==> src/rtl/wb_stage_if.sv <==
// rtl/wb_stage_if.sv - MEM-to-WB instruction handoff bus
interface wb_stage_if #(
    parameter int DW = 16,
    parameter int AW = 4
);
    logic          in_valid;
    logic          in_ready;
    logic [AW-1:0] in_dst;
    logic          in_wen;
    logic          in_is_load;
    logic [DW-1:0] in_alu_data;
    logic          in_halt;

    // MEM stage side: presents instructions
    modport master (
        output in_valid, in_dst, in_wen, in_is_load, in_alu_data, in_halt,
        input  in_ready
    );

    // WB stage side: accepts instructions
    modport slave (
        input  in_valid, in_dst, in_wen, in_is_load, in_alu_data, in_halt,
        output in_ready
    );
endinterface

==> src/rtl/wb_stage.sv <==
// rtl/wb_stage.sv - writeback stage: one MEM/WB entry, load wait, retire count, halt latch
module wb_stage #(
    parameter int DW = 16,
    parameter int AW = 4
) (
    input  logic          clk,
    input  logic          rst,
    wb_stage_if.slave     mem,
    input  logic          ld_valid,
    input  logic [DW-1:0] ld_data,
    output logic [AW-1:0] DstReg,
    output logic          WriteReg,
    output logic [DW-1:0] DstData,
    output logic [15:0]   retire_count,
    output logic          halted
);

    typedef enum logic [1:0] {
        EMPTY   = 2'd0,
        READY   = 2'd1,
        WAIT_LD = 2'd2,
        HALTED  = 2'd3
    } state_t;

    state_t        state;
    state_t        state_next;
    logic [AW-1:0] entry_dst;
    logic          entry_wen;
    logic          entry_halt;
    logic [DW-1:0] entry_data;
    logic          ready;
    logic          accept;

    // A retiring HLT blocks the next accept so nothing follows it into the entry
    assign ready  = (state == EMPTY) || (state == READY && !entry_halt);
    assign accept = mem.in_valid && ready;

    assign mem.in_ready = ready;
    assign DstReg       = entry_dst;
    assign DstData      = entry_data;
    assign WriteReg     = (state == READY) && entry_wen && (entry_dst != '0);
    assign halted       = (state == HALTED);

    // State register
    always_ff @(posedge clk or negedge rst) begin
        if (!rst) begin
            state <= EMPTY;
        end else begin
            state <= state_next;
        end
    end

    // Next-state: READY lasts exactly one cycle, refilled back-to-back when possible
    always_comb begin
        state_next = state;
        case (state)
            EMPTY: begin
                if (accept) begin
                    state_next = mem.in_is_load ? WAIT_LD : READY;
                end
            end
            READY: begin
                if (entry_halt) begin
                    state_next = HALTED;
                end else if (accept) begin
                    state_next = mem.in_is_load ? WAIT_LD : READY;
                end else begin
                    state_next = EMPTY;
                end
            end
            WAIT_LD: begin
                if (ld_valid) begin
                    state_next = READY;
                end
            end
            HALTED: begin
                state_next = HALTED;
            end
            default: begin
                state_next = EMPTY;
            end
        endcase
    end

    // Entry capture: control on accept, data from ALU now or from the cache later
    always_ff @(posedge clk or negedge rst) begin
        if (!rst) begin
            entry_dst  <= '0;
            entry_wen  <= 1'b0;
            entry_halt <= 1'b0;
            entry_data <= '0;
        end else if (accept) begin
            entry_dst  <= mem.in_dst;
            entry_wen  <= mem.in_wen;
            entry_halt <= mem.in_halt;
            if (!mem.in_is_load) begin
                entry_data <= mem.in_alu_data;
            end
        end else if (state == WAIT_LD && ld_valid) begin
            entry_data <= ld_data;
        end
    end

    // Every READY cycle retires one instruction, wrapping at 16 bits
    always_ff @(posedge clk or negedge rst) begin
        if (!rst) begin
            retire_count <= 16'h0000;
        end else if (state == READY) begin
            retire_count <= retire_count + 16'd1;
        end
    end

endmodule
==> src/flat_wrapper.sv <==
// flat-port wrapper written by rule: the top's interface ports become plain ports
module wb_stage_flat 
#(
    parameter int DW = 16,
    parameter int AW = 4
)
  (clk, rst, ld_valid, ld_data, DstReg, WriteReg, DstData, retire_count, halted, mem_in_valid, mem_in_dst, mem_in_wen, mem_in_is_load, mem_in_alu_data, mem_in_halt, mem_in_ready);
  wb_stage_if #(.DW(DW), .AW(AW)) mem_i ();
  input  logic clk;
  input  logic rst;
  input  logic ld_valid;
  input  logic [DW-1:0] ld_data;
  output logic [AW-1:0] DstReg;
  output logic WriteReg;
  output logic [DW-1:0] DstData;
  output logic [15:0] retire_count;
  output logic halted;
  input wire logic [$bits(mem_i.in_valid)-1:0] mem_in_valid;
  input wire logic [$bits(mem_i.in_dst)-1:0] mem_in_dst;
  input wire logic [$bits(mem_i.in_wen)-1:0] mem_in_wen;
  input wire logic [$bits(mem_i.in_is_load)-1:0] mem_in_is_load;
  input wire logic [$bits(mem_i.in_alu_data)-1:0] mem_in_alu_data;
  input wire logic [$bits(mem_i.in_halt)-1:0] mem_in_halt;
  output wire logic [$bits(mem_i.in_ready)-1:0] mem_in_ready;
  assign mem_i.in_valid = mem_in_valid;
  assign mem_i.in_dst = mem_in_dst;
  assign mem_i.in_wen = mem_in_wen;
  assign mem_i.in_is_load = mem_in_is_load;
  assign mem_i.in_alu_data = mem_in_alu_data;
  assign mem_i.in_halt = mem_in_halt;
  assign mem_in_ready = mem_i.in_ready;
  wb_stage #(.DW(DW), .AW(AW)) u_core (.clk(clk), .rst(rst), .mem(mem_i), .ld_valid(ld_valid), .ld_data(ld_data), .DstReg(DstReg), .WriteReg(WriteReg), .DstData(DstData), .retire_count(retire_count), .halted(halted));
endmodule
==> config.mk <==
export PLATFORM = sky130hd
export DESIGN_NAME = wb_stage_flat
export DESIGN_NICKNAME = d
export VERILOG_FILES = /design/src/rtl/wb_stage_if.sv /design/src/rtl/wb_stage.sv /design/src/flat_wrapper.sv
export SDC_FILE = /design/constraint.sdc
export NUM_CORES = 1
export LEC_CHECK = 0
export ABC_AREA = 1
export BUFFER_PORTS_ARGS = -buffer_cell sky130_fd_sc_hd__buf_4
export CORE_ASPECT_RATIO = 1.2
export CORE_MARGIN = 2
export CORE_UTILIZATION = 48
export CTS_BUF_LIST = sky130_fd_sc_hd__clkbuf_16
export CTS_CLUSTER_DIAMETER = 200
export DETAILED_ROUTE_END_ITERATION = 8
export GPL_TIMING_DRIVEN = 0
export PLACE_DENSITY = 0.77
export SLEW_MARGIN = 25
export SYNTH_ARGS = -nofsm -noshare
export SYNTH_HDL_FRONTEND = slang
export SYNTH_SLANG_ARGS = --single-unit
==> constraint.sdc <==
create_clock -name clk -period 1.55 [get_ports clk]
set_clock_uncertainty 0.1 [all_clocks]
set_input_delay 0.155 -clock clk [delete_from_list [all_inputs] [get_ports clk]]
set_output_delay 0.155 -clock clk [all_outputs]
set_load 0.005 [all_outputs]
; Yosys cells after proc, flatten, opt, wreduce, memory -nomap -nowiden
; Index checks and enable logic that the tools add are counted.
; Widths: inputs -> output; s select.
[totals]
output_inout_bits = 39
inputBits = 43
word_cells = 34
register_bits = 40
[classes]
addsub = 1
mux = 9
reduce_logical = 12
n_eq_ne = 6
[op_table]
columns = cell, count
row1 = $mux 16, 3
row2 = $add 16x1->16 const B, 1
row3 = $mux 2, 5
row4 = $pmux 2 s4, 1
row5 = $logic_and 1x1->1, 5
row6 = $eq 2x2->1 const B, 2
row7 = $ne 2x2->1 const B, 2
row8 = $reduce_and 2->1, 2
row9 = $reduce_bool 4->1, 1
row10 = $eq 2x1->1 const B, 1
row11 = $logic_not 2->1, 1
row12 = $ne 2x1->1 const B, 1
row13 = $reduce_bool 2->1, 1
row14 = $logic_not 1->1, 1
row15 = $logic_or 1x1->1, 1

; Longest topological paths before layout
; Gate-level depths: netlist (run 1).
[logic_depth]
word_depth = 7
ltp_mapped = 9
mapped_depth_nobuf = 8

; Worst setup path after synthesis (run 1)
; No wires, ideal clock.
[synth_timing]
kind = register to register
startpoint = register u_core.state[1]
endpoint = register u_core.entry_data[10], in the netlist u_core.DstData[10]
required_ns = 1.333
n_path_buf = 1
period_less_slack_ns = 1.397
stages_incl_launch_ff = 8
slack_ns = 0.153
arrival_time_ns = 1.180
setup_ns = 0.117
path_cell_list = dfrtp_1 -> nor2_2 -> nor2_4 -> nor2_8 -> nand2_4 -> buf_4 -> nand3_1 -> nand2_1
[synth_via]
elab_chain_len = 6
word_cells_on_any_way = 11
cone_classes = eq/ne (3) / mux (1) / reduce/logical (7)
[synth_lines]
columns = item, line
row1 = from (decl), wb_stage.sv:25  ; state_t state;
row2 = from (signal assigned), wb_stage.sv:49  ; state <= state_next;
row3 = $eq 2x1->1, wb_stage.sv:35  ; assign ready = (state == EMPTY) || (state == READY && !entry_halt);
row4 = $logic_and 1x1->1, wb_stage.sv:35
row5 = $logic_or 1x1->1, wb_stage.sv:35
row6 = $logic_and 1x1->1, wb_stage.sv:36  ; assign accept = mem.in_valid && ready;
row7 = $ne 2x2->1 (no source line) or $reduce_bool 2->1 (tied branches), n/a
row8 = $reduce_and 2->1 (no source line), n/a
row9 = to (signal assigned), wb_stage.sv:97  ; entry_data <= mem.in_alu_data;
row10 = to (signal assigned), wb_stage.sv:100  ; entry_data <= ld_data;
row11 = to (decl), wb_stage.sv:30  ; logic [DW-1:0] entry_data;
; Several ways; a longest one is shown, not always the timed one.
; A chain may end at the register's enable or synchronous reset.

; Worst setup path after layout (run 1)
[layout_timing]
startpoint = register u_core.state[1]
endpoint = output port WriteReg
[layout_via]
elab_chain_len = 3
[layout_lines]
columns = item, line
row1 = $eq 2x1->1, wb_stage.sv:41  ; assign WriteReg = (state == READY) && entry_wen && (entry_dst != '0);
row2 = $logic_and 1x1->1 (2 in series), wb_stage.sv:41
row3 = to (decl), flat_wrapper.sv:14  ; output logic WriteReg;
; Every way passes these cells.

==> metrics, run 1 <==
worst hold start=ld_data[11]; Core Rows=26; outcome=finished clean; vias per cell=4.75; GRT Util Overall=21.3%; fin crit period=1.52 ns; total power=5040 uW; Pleak=0.00172 uW; crit path DAT=1.27 ns; crit share post-route=98.1%; Area contributors post-synth=dfrtp_1, nand2_1, nand3_1, inv_1, xnor2_1; I/O Buffers=81; Die Area=4920 um2; Max stage delay on crit path=0.47 ns; latest clock arrival within the worst-skew pair=0.28 ns; Post-Syn Area per Cell=7.58 um2; Crit. End Element=output pin; hpwl dp=3.68 mm; Vert. Die Dim=76.5 um; Synth top area share=47.6%; Worst slew margin=66.1%; Routed Wire Length=5.09 mm; Synth Net Count=321; sequential area share after synthesis=47.6%; RSZ-0062 raised after global routing=true; Synth-to-Final Area Change=47.4%; vias post-DR=2079; H-tree depth=2; final design utilization=73.2%; Setup Viol. Count Final=0; clk buf depth=2; initial antenna violation count=0; nets@finish=425; Initial Util=49.7%; DRT Pass-1 Iters=4; fmax=0.658 GHz; share of cells above drive strength 1=32.2%; diode count=0; Max VDD drop=1.13 mV; Cell Count, Final, Fillers Out=438; worst hold path type=in2reg; Ports=82; pin count of the biggest net entering global routing=41; # Max-Cap Violations=0; post-synthesis register bit count=40; wire length per cell=11.6 um; first-pass GRT wire length=8.28 mm; DRT iter0 DRCs=58; global route overflow=0; final hold violations=0; Root Driver=clkbuf_16; Slew Viols, Final=0; Final Wtd Congestion=0.797; Inst Count DP=414; Worst Setup Path Type=reg2out; die width=64.4 um; post-synthesis cell count=277; Worst Setup SP=u_core.state[1]$_DFFE_PN0P_; RR Startpoint=u_core.state[1]$_DFFE_PN0P_; Critical-path top delay cell=dfrtp_2; Core Region=4230 um2; largest area contributor in the netlist=dfrtp_1; setup ws final=0.0293 ns; pre-CTS setup slack=-0.00628 ns; CTS buffer count=5; number of routed nets with antenna violations=0; Worst Tran Pin Value=0.508 ns; delay-heaviest family, CP=flip-flops; Power Density=1630 nW/um2; setup TNS=0 ns; Critical Path RT=1.29 ns; crit-path max FO=7; library cells used by synthesis=25; critical-path cell list=inv_2 -> nand2_4 -> inv_4 -> nand2_1 -> nor2_1 -> buf_4; Worst-path clk slew=0.06 ns; vias in the first global route=1945; CP bufs+invs=3; synthesized area=2100 um2; DRC=0; total number of yosys warnings=0; CTS tree=built; Sink Count=40; Critical Path Start Type=flop
-- kinds of logic after synthesis --
logic type      synth area share (%)
simple gates                    40.7
flops                           47.6
buf+inv                         5.84
xor+xnor                        4.17
compound gates                  1.01
fa+ha+maj                      0.595
-- layer usage --
layer	vias to the layer above	global-route usage, %	share of wire [%]
met5	-	0	0
met4	0	7.87	1.5
met3	8	6.65	7.6
met2	66	39.1	52
met1	941	22.3	39
li1	1064	-	-
-- tightest hold or removal path: cells and delay by family --
family        cells  cell delay, ns
buf+inv           1            0.08
simple gates      4            0.17
-- sequential cells by signal (all words and copies together), names as in the netlist --
| signal | flops |
|---|---|
| u_core.entry_halt | 1 |
| u_core.DstData | 16 |
| u_core.DstReg | 4 |
| u_core.state | 2 |
| u_core.entry_wen | 1 |
| u_core.retire_count | 16 |
-- placed cells by master (no fill, tap or decap) --
master         instances
inv_1                 15
clkinv_2               2
nor2_1                11
clkbuf_2               1
dfrtp_1               38
clkbuf_16              5
xor2_1                 4
dlygate4sd3_1          7
nor2_2                 2
nor4_1                 1
xnor2_1                6
dfrtp_2                2
clkbuf_4               2
buf_6                  3
nand3b_1               2
nand3_2                3
inv_2                  2
nor3_1                 2
a31oi_1                1
nor2_8                 1
nand2_1              143
nand4_1                3
nand2_4                3
buf_4                 91
o21ai_0                3
ha_1                   1
clkinv_1               1
inv_4                  1
nand3_1               21
nor2_4                 5
-- cells in the mapped netlist --
cell,count
dfrtp_1,40
nand2_2,1
nor2_4,2
nor4_1,1
xnor2_1,6
nand3_2,2
nand3_1,22
ha_1,1
inv_2,2
inv_1,16
nand2_1,143
buf_6,3
buf_2,2
nor3_1,2
nand3b_1,2
xor2_1,4
clkbuf_1,1
nor2_2,3
buf_4,1
nand4_1,3
a31oi_1,1
nor2_8,1
o21ai_0,3
nor2_1,13
nand2_4,2
-- through the flow --
step	area, um2	hold WS, ns
after floorplan	2100	-0.241
after global placement	2780	0.0585
after global routing	3100	0.0724
after detailed placement	2780	0.0618
after CTS	3020	0.0524
final	3100	0.0601
-- final timing paths --
check                           depth (start not counted)  slack, ns                                 end
worst max-delay path                                    6       0.03                            WriteReg
worst min-delay path                                    5       0.06      u_core.DstData[11]$_DFFE_PN0P_
worst max register to register                          8       0.05  u_core.retire_count[8]$_DFFE_PN0N_
worst min register to register                          2       0.39        u_core.entry_wen$_DFFE_PN0N_
max in group asynchronous                               2       0.68         u_core.state[1]$_DFFE_PN0P_
min in group asynchronous                               2       0.28  u_core.retire_count[2]$_DFFE_PN0N_
-- report_power, final --
| group | switching, uW | leakage [uW] | internal [uW] | total, uW |
|---|---|---|---|---|
| clock network | 393 | 0.0000710 | 584 | 977 |
| logic | 1120 | 0.00114 | 1170 | 2300 |
| registers | 337 | 0.000510 | 1430 | 1770 |
| total | 1850 | 0.00172 | 3190 | 5040 |
-- area by class of cell --
| cell class | instances | area, um2 |
|---|---|---|
| Tap cell | 56 | 70.1 |
| Clock buffer | 5 | 125 |
| Clock inverter | 3 | 13.8 |
| Sequential cell | 40 | 1000 |
| Inverter | 18 | 70.1 |
| Buffer | 7 | 61.3 |
| Multi-Input combinational cell | 212 | 1010 |
| Timing Repair Buffer | 97 | 746 |
| Fill cell | 357 | 1130 |
-- what timing repair did --
action	CTS	global route
buffers inserted	2	7
gates resized for setup	7	7
hold buffers	7	0
hold endpoints to repair	46	0
setup endpoints to repair	14	20
pin swaps	0	2
cloned	0	0
Note: power is estimated with default switching activity, not from simulation.
==> run 2, diff against run 1 <==
- ABC_AREA: 1 -> default
- CORE_UTILIZATION: 48 -> 46
==> run 2 against run 1 <==
Effect of this change:
- hold slack lost 0.048 ns
- sequential power shrank 5%
- clock-buffer cell count unchanged
- largest cell class is now sequential cells
- critical path type unchanged
==> metrics, run 2 <==
Comb pwr share=35.5%; latest clock arrival within the worst-skew pair=0.27 ns; worst hold slack=0.0122 ns; Sink Count=40; critical-path cell list=buf_6 -> nor2b_1 -> buf_4 -> nand2_2 -> nor2_1 -> buf_4; fin crit period=1.54 ns; Crit path top cell by count=buf_4; vias post-DR=1525; most frequent cells after synthesis=dfrtp_1, nor2_1, a21oi_1; Area contributors post-synth=dfrtp_1, mux2i_1, xnor2_1, a21oi_1, nor2_1; GRT Util Overall=18.6%; H-tree depth=2; met2 Track Usage GR=29.9%; Crit. End Element=output pin; worst hold start=mem_in_halt; initial antenna violation count=0; Post-synth EDFFs=0; Worst Setup SP=u_core.state[1]$_DFFE_PN0P_; Post-Syn Area per Cell=11.7 um2; worst hold path type=in2reg; post-synthesis register bit count=40; clk buf depth=2; total number of yosys warnings=0; vias per cell=4.94; largest area contributor in the netlist=dfrtp_1; Synth top area share=55.4%; Worst Setup Path Type=reg2out; Synth Net Count=199; reg2reg end=u_core.retire_count[13]$_DFFE_PN0N_; clock network fraction of total power=23.1%; most common cell in the netlist=dfrtp_1; met1 Track Usage GR=22.8%; library cells used by synthesis=27; pin count of the biggest net entering global routing=41; Initial Util=48.9%; Worst Tran Pin Value=0.500 ns; synthesized area=1810 um2; Power Density=1470 nW/um2; M3 GR Usage=7.62%; DRT Pass-1 Iters=4; share of cells above drive strength 1=47.5%; Sequential Power Share=41.5%; Top Usage Layer GRT=met2; Root Driver=clkbuf_16; die width=61.2 um; Die Area=4450 um2; Most used DFF post-synth=dfrtp_1; outcome=finished clean; Slew Viols, Final=0; Async S/R FF share, synth=100%; diode count=0; final hold violations=0; sequential area share after synthesis=55.4%; CTS buffer count=5; FF-to-FF path depth=4; Critical Path Start Type=flop; Ports=82; Worst slew margin=66.6%; post-synthesis cell count=155; number of routed nets with antenna violations=0; Max stage delay on crit path=0.37 ns; internal power=2860 uW; wire length per cell=13.2 um; Worst-path clk slew=0.05 ns; DRC=0; Pleak=0.00143 uW; Sw Ratio=29.6%; Critical Path RT=1.29 ns; R2R Setup Slk=0.03 ns; Synth-to-Final Area Change=52.9%; DRT iter0 DRCs=44; fmax=0.651 GHz; Critical-path top delay cell=dfrtp_1; global route overflow=0; vias in the first global route=1398; crit share post-route=99.0%; Vert. Die Dim=72.7 um; final design utilization=74.8%; CTS tree=built; nets@finish=301; Core Rows=24; crit-path max FO=7; switching power=1200 uW; hpwl dp=2.84 mm; hold path cells=2; RR Startpoint=u_core.retire_count[2]$_DFFE_PN0N_; commonest non-fill, non-tap cell in the layout=buf_4; I/O Buffers=81; Hold EP=u_core.entry_halt$_DFFE_PN0N_; RSZ-0062 raised after global routing=true; # Max-Cap Violations=0; Setup Viol. Count Final=0; Final Wtd Congestion=0.724; most frequent cells in the layout=buf_4, dfrtp_1, nor2_1; first-pass GRT wire length=6.18 mm; Core Region=3690 um2; crit path DAT=1.28 ns; Max VDD drop=0.799 mV; Routed Wire Length=4.09 mm
[run 2: changes by cell type in the layout (fill, tap and decap cells not counted), moves of 4 or more]
cell and change:
nand3_1 -16, nor2_4 -5, a21oi_1 +17, xnor2_1 +5, nand2_1 -137, nor2_1 +8
inv_1 -13, mux2_2 +4, mux2i_1 +16
[run 2: layer usage]
layer,share of wire [%],vias to the layer above
met1,41,712
met4,0.61,0
met2,50,67
met3,8.9,5
li1,-,741
met5,0,-
[run 2: timing repair]
item                                    CTS  global route
buffers inserted                          2             8
gates resized for setup                   5            11
hold buffers                              4             0
hold endpoints to repair                 43             0
pin swaps                                 2             3
endpoints found under the setup margin   15            25
[run 2: how the worst max path moves through the flow]
stage,end,cells after the start
after CTS,WriteReg,6
after detailed placement,u_core.retire_count[10]$_DFFE_PN0N_,5
after global placement,u_core.retire_count[10]$_DFFE_PN0N_,5
after floorplan,u_core.DstReg[0]$_DFFE_PN0N_,5
after global routing,WriteReg,6
final,WriteReg,6
[run 2: power by group through the flow]
stage	registers, uW	logic, uW	clock network [uW]
finish	1690	1440	938
global route	1740	1590	1010
CTS	1680	1310	953
detailed placement	1690	1270	0
global placement	1680	1250	0
floorplan	1670	538	0
[run 2: cell type report]
| cell class | count | area (um2) |
|---|---|---|
| clock inverter | 2 | 8.76 |
| sequential | 40 | 1010 |
| buffer | 7 | 58.8 |
| fill | 281 | 930 |
| tap | 52 | 65.1 |
| inverter | 1 | 3.75 |
| multi-input combinational | 107 | 772 |
| clock buffer | 5 | 125 |
| timing repair buffer | 95 | 723 |
[run 2: through the flow]
stage	setup WS (ns)	setup TNS, ns	cells	area [um2]	total power (uW)
3_3_place_gp	-0.0737	-0.264	288	2480	2930
6_report	0.0149	0	309	2760	4070
4_1_cts	0.00988	0	301	2680	3940
3_5_place_dp	-0.0503	-0.209	288	2480	2960
2_1_floorplan	0.0585	0	155	1810	2210
5_1_grt	-0.0498	-0.168	309	2760	4340
[run 2: cell families (layout without fill, tap and decap cells)]
| kind of cell | count (synthesis) | in the layout | synth area share [%] |
|---|---|---|---|
| AND/OR/NAND/NOR | 47 | 47 | 13.8 |
| flip-flops | 40 | 40 | 55.4 |
| adder cells (fa/ha/maj) | 1 | 1 | 0.692 |
| buffers and inverters | 8 | 110 | 2.56 |
| AO/OA/AOI/OAI | 21 | 21 | 7.06 |
| multiplexers | 23 | 23 | 13.2 |
| XOR/XNOR | 15 | 15 | 7.27 |
[run 2: critical path: cells and delay by family, from the launching register on]
family	cells	cell delay [ns]
flops	1	0.37
simple gates	3	0.24
buf+inv	3	0.39
==> run 3, diff against run 2 <==
- CORE_UTILIZATION: 46 -> 42
- PLACE_DENSITY: 0.77 -> 0.74
- clock period: 1.55 -> 1.4 ns (I/O delays scaled with it)
==> run 3 against run 2 <==
Effect of this change:
- wire length increased by 18%
- combinational power grew 33%
- worst setup slack got worse by 0.15 ns
- critical path type is now reg2reg
- the flow now finishes with violations (setup timing)
- clock-buffer cell count unchanged
- total power is 20% higher
- global-route usage rose by 1.9 points
- final area increased by 12%
- cell count up 6.5%
- critical endpoint is now u_core.retire_count[10]$_DFFE_PN0N_
- core utilization fell by 1.1 points
- sequential power grew 11%
==> metrics, run 3 (same netlist as run 2, synthesis figures left out) <==
outcome=finished with violations; violated checks=setup timing; Ports=82; Finished Cell Area=3090 um2; I/O Buffers=81; share of cells above drive strength 1=60.1%; metal3 WL=351 um; Power Density=1580 nW/um2; final hold violations=0; DRT Pass-1 Iters=4; Final Wtd Congestion=0.740; FF-to-FF path depth=5; fmax=0.651 GHz; FF/Latch Area=1010 um2; die width=63.9 um; reg2reg end=u_core.retire_count[10]$_DFFE_PN0N_; Critical Path Start Type=flop; Critical Path RT=1.49 ns; GRT Util Overall=20.5%; worst hold slack=0.00561 ns; top metal layer carrying routed signals=met4; Routed Wire Length=4.82 mm; Slew Viols, Final=0; first-pass GRT wire length=7.47 mm; Max stage delay on crit path=0.39 ns; Layout fillers=323; Worst Tran Pin Value=0.499 ns; Sink Count=40; setup TNS=-2.12 ns; Multi-input gate area=891 um2; final design utilization=73.7%; pin count of the biggest net entering global routing=41; vias post-DR=1638; Hold EP=u_core.DstReg[3]$_DFFE_PN0N_; Vert. Die Dim=75.9 um; Core Region=4200 um2; vias per cell=4.98; latest clock arrival within the worst-skew pair=0.28 ns; worst hold path type=in2reg; Worst Setup SP=u_core.retire_count[1]$_DFFE_PN0N_; number of routed nets with antenna violations=0; hpwl dp=3.14 mm; Critical-path top delay cell=dfrtp_1; DRT iter0 DRCs=55; Worst slew margin=66.7%; wire length per cell=14.6 um; RR Startpoint=u_core.retire_count[1]$_DFFE_PN0N_; Cell Area, Placed=2510 um2; Root Driver=clkbuf_16; H-tree depth=2; Setup Viol. Count Final=32; fin crit period=1.54 ns; diode count=0; Met2 Routed Length=2.51 mm; crit path DAT=1.63 ns; Synth-to-Final Area Change=71.1%; # Max-Cap Violations=0; RSZ-0062 raised after global routing=true; initial antenna violation count=0; hold path cells=2; CTS buffer count=5; wire length on met1=1.87 mm; CTS tree=built; crit-path max FO=4; Crit. End Element=flop; global route overflow=0; most frequent cells in the layout=buf_4, dfrtp_1, a21oi_1; Pleak=0.00157 uW; setup ws final=-0.135 ns; commonest non-fill, non-tap cell in the layout=buf_4; Max VDD drop=0.839 mV; Worst-path clk slew=0.06 ns; Initial Util=43.1%; clk buf depth=2; Worst Setup Path Type=reg2reg; Die Area=4850 um2; DRC=0; crit share post-route=110%; total power=4870 uW; worst hold start=mem_in_dst[3]; vias in the first global route=1595; R2R Setup Slk=-0.14 ns; critical-path cell list=ha_2 -> nand4b_1 -> nor2_2 -> and4_1 -> xor2_1; nets@finish=316; Core Rows=26
-- run 3: cell types whose count changed in the layout (fill, tap and decap cells not counted), moves of 3 or more --
cell | previous run | this run
nor2_1 | 19 | 6
mux2_1 | 3 | 0
buf_6 | 3 | 15
nand3_2 | 0 | 3
nand3_1 | 5 | 2
nor2_2 | 1 | 12
mux2_4 | 0 | 3
-- run 3: final cells by class --
cell class / instances / area share (%)
Clock inverter: 3 / 0.445
Clock buffer: 5 / 4.05
Inverter: 1 / 0.121
Timing Repair Buffer: 110 / 28.9
Sequential cell: 40 / 32.6
Multi-Input combinational cell: 107 / 28.8
Buffer: 7 / 2.83
Tap cell: 56 / 2.27
-- run 3: how the worst max path moves through the flow --
stage,endpoint,cells past startpoint,slack [ns]
4_1_cts,WriteReg,6,-0.12
6_report,u_core.retire_count[10]$_DFFE_PN0N_,5,-0.14
3_5_place_dp,u_core.retire_count[10]$_DFFE_PN0N_,5,-0.22
2_1_floorplan,u_core.DstReg[0]$_DFFE_PN0N_,5,-0.01
5_1_grt,u_core.retire_count[10]$_DFFE_PN0N_,5,-0.20
3_3_place_gp,u_core.retire_count[13]$_DFFE_PN0N_,4,-0.15
-- run 3: timing repair --
action | in CTS | in global routing
resized for setup | 44 | 17
pin swaps | 16 | 9
hold buffers | 4 | 2
buffers inserted | 17 | 3
setup endpoints to repair | 31 | 37
cloned | 3 | 0
endpoints found under the hold margin | 43 | 2
-- run 3: report_power, final --
part,switching (uW),internal (uW)
Combinational,727,1190
Sequential,330,1550
Clock,426,646
-- run 3: worst max-delay path, delay by kind of cell (launching register included) --
family,cells,cell delay [ns]
AND/OR/NAND/NOR,3,0.57
adder cells (fa/ha/maj),1,0.20
XOR/XNOR,1,0.18
flip-flops,1,0.39
-- run 3: per-stage QoR --
stage	instances	setup WS, ns
6_report	329	-0.135
3_5_place_dp	292	-0.218
4_1_cts	324	-0.125
5_1_grt	329	-0.198
3_3_place_gp	292	-0.151
2_1_floorplan	155	-0.0113
-- run 3: metal layers --
metal	global-route usage (%)	up-vias
li1	-	775
met1	22.8	784
met2	37.3	71
met3	5.47	8
met4	8.94	0
met5	0	-
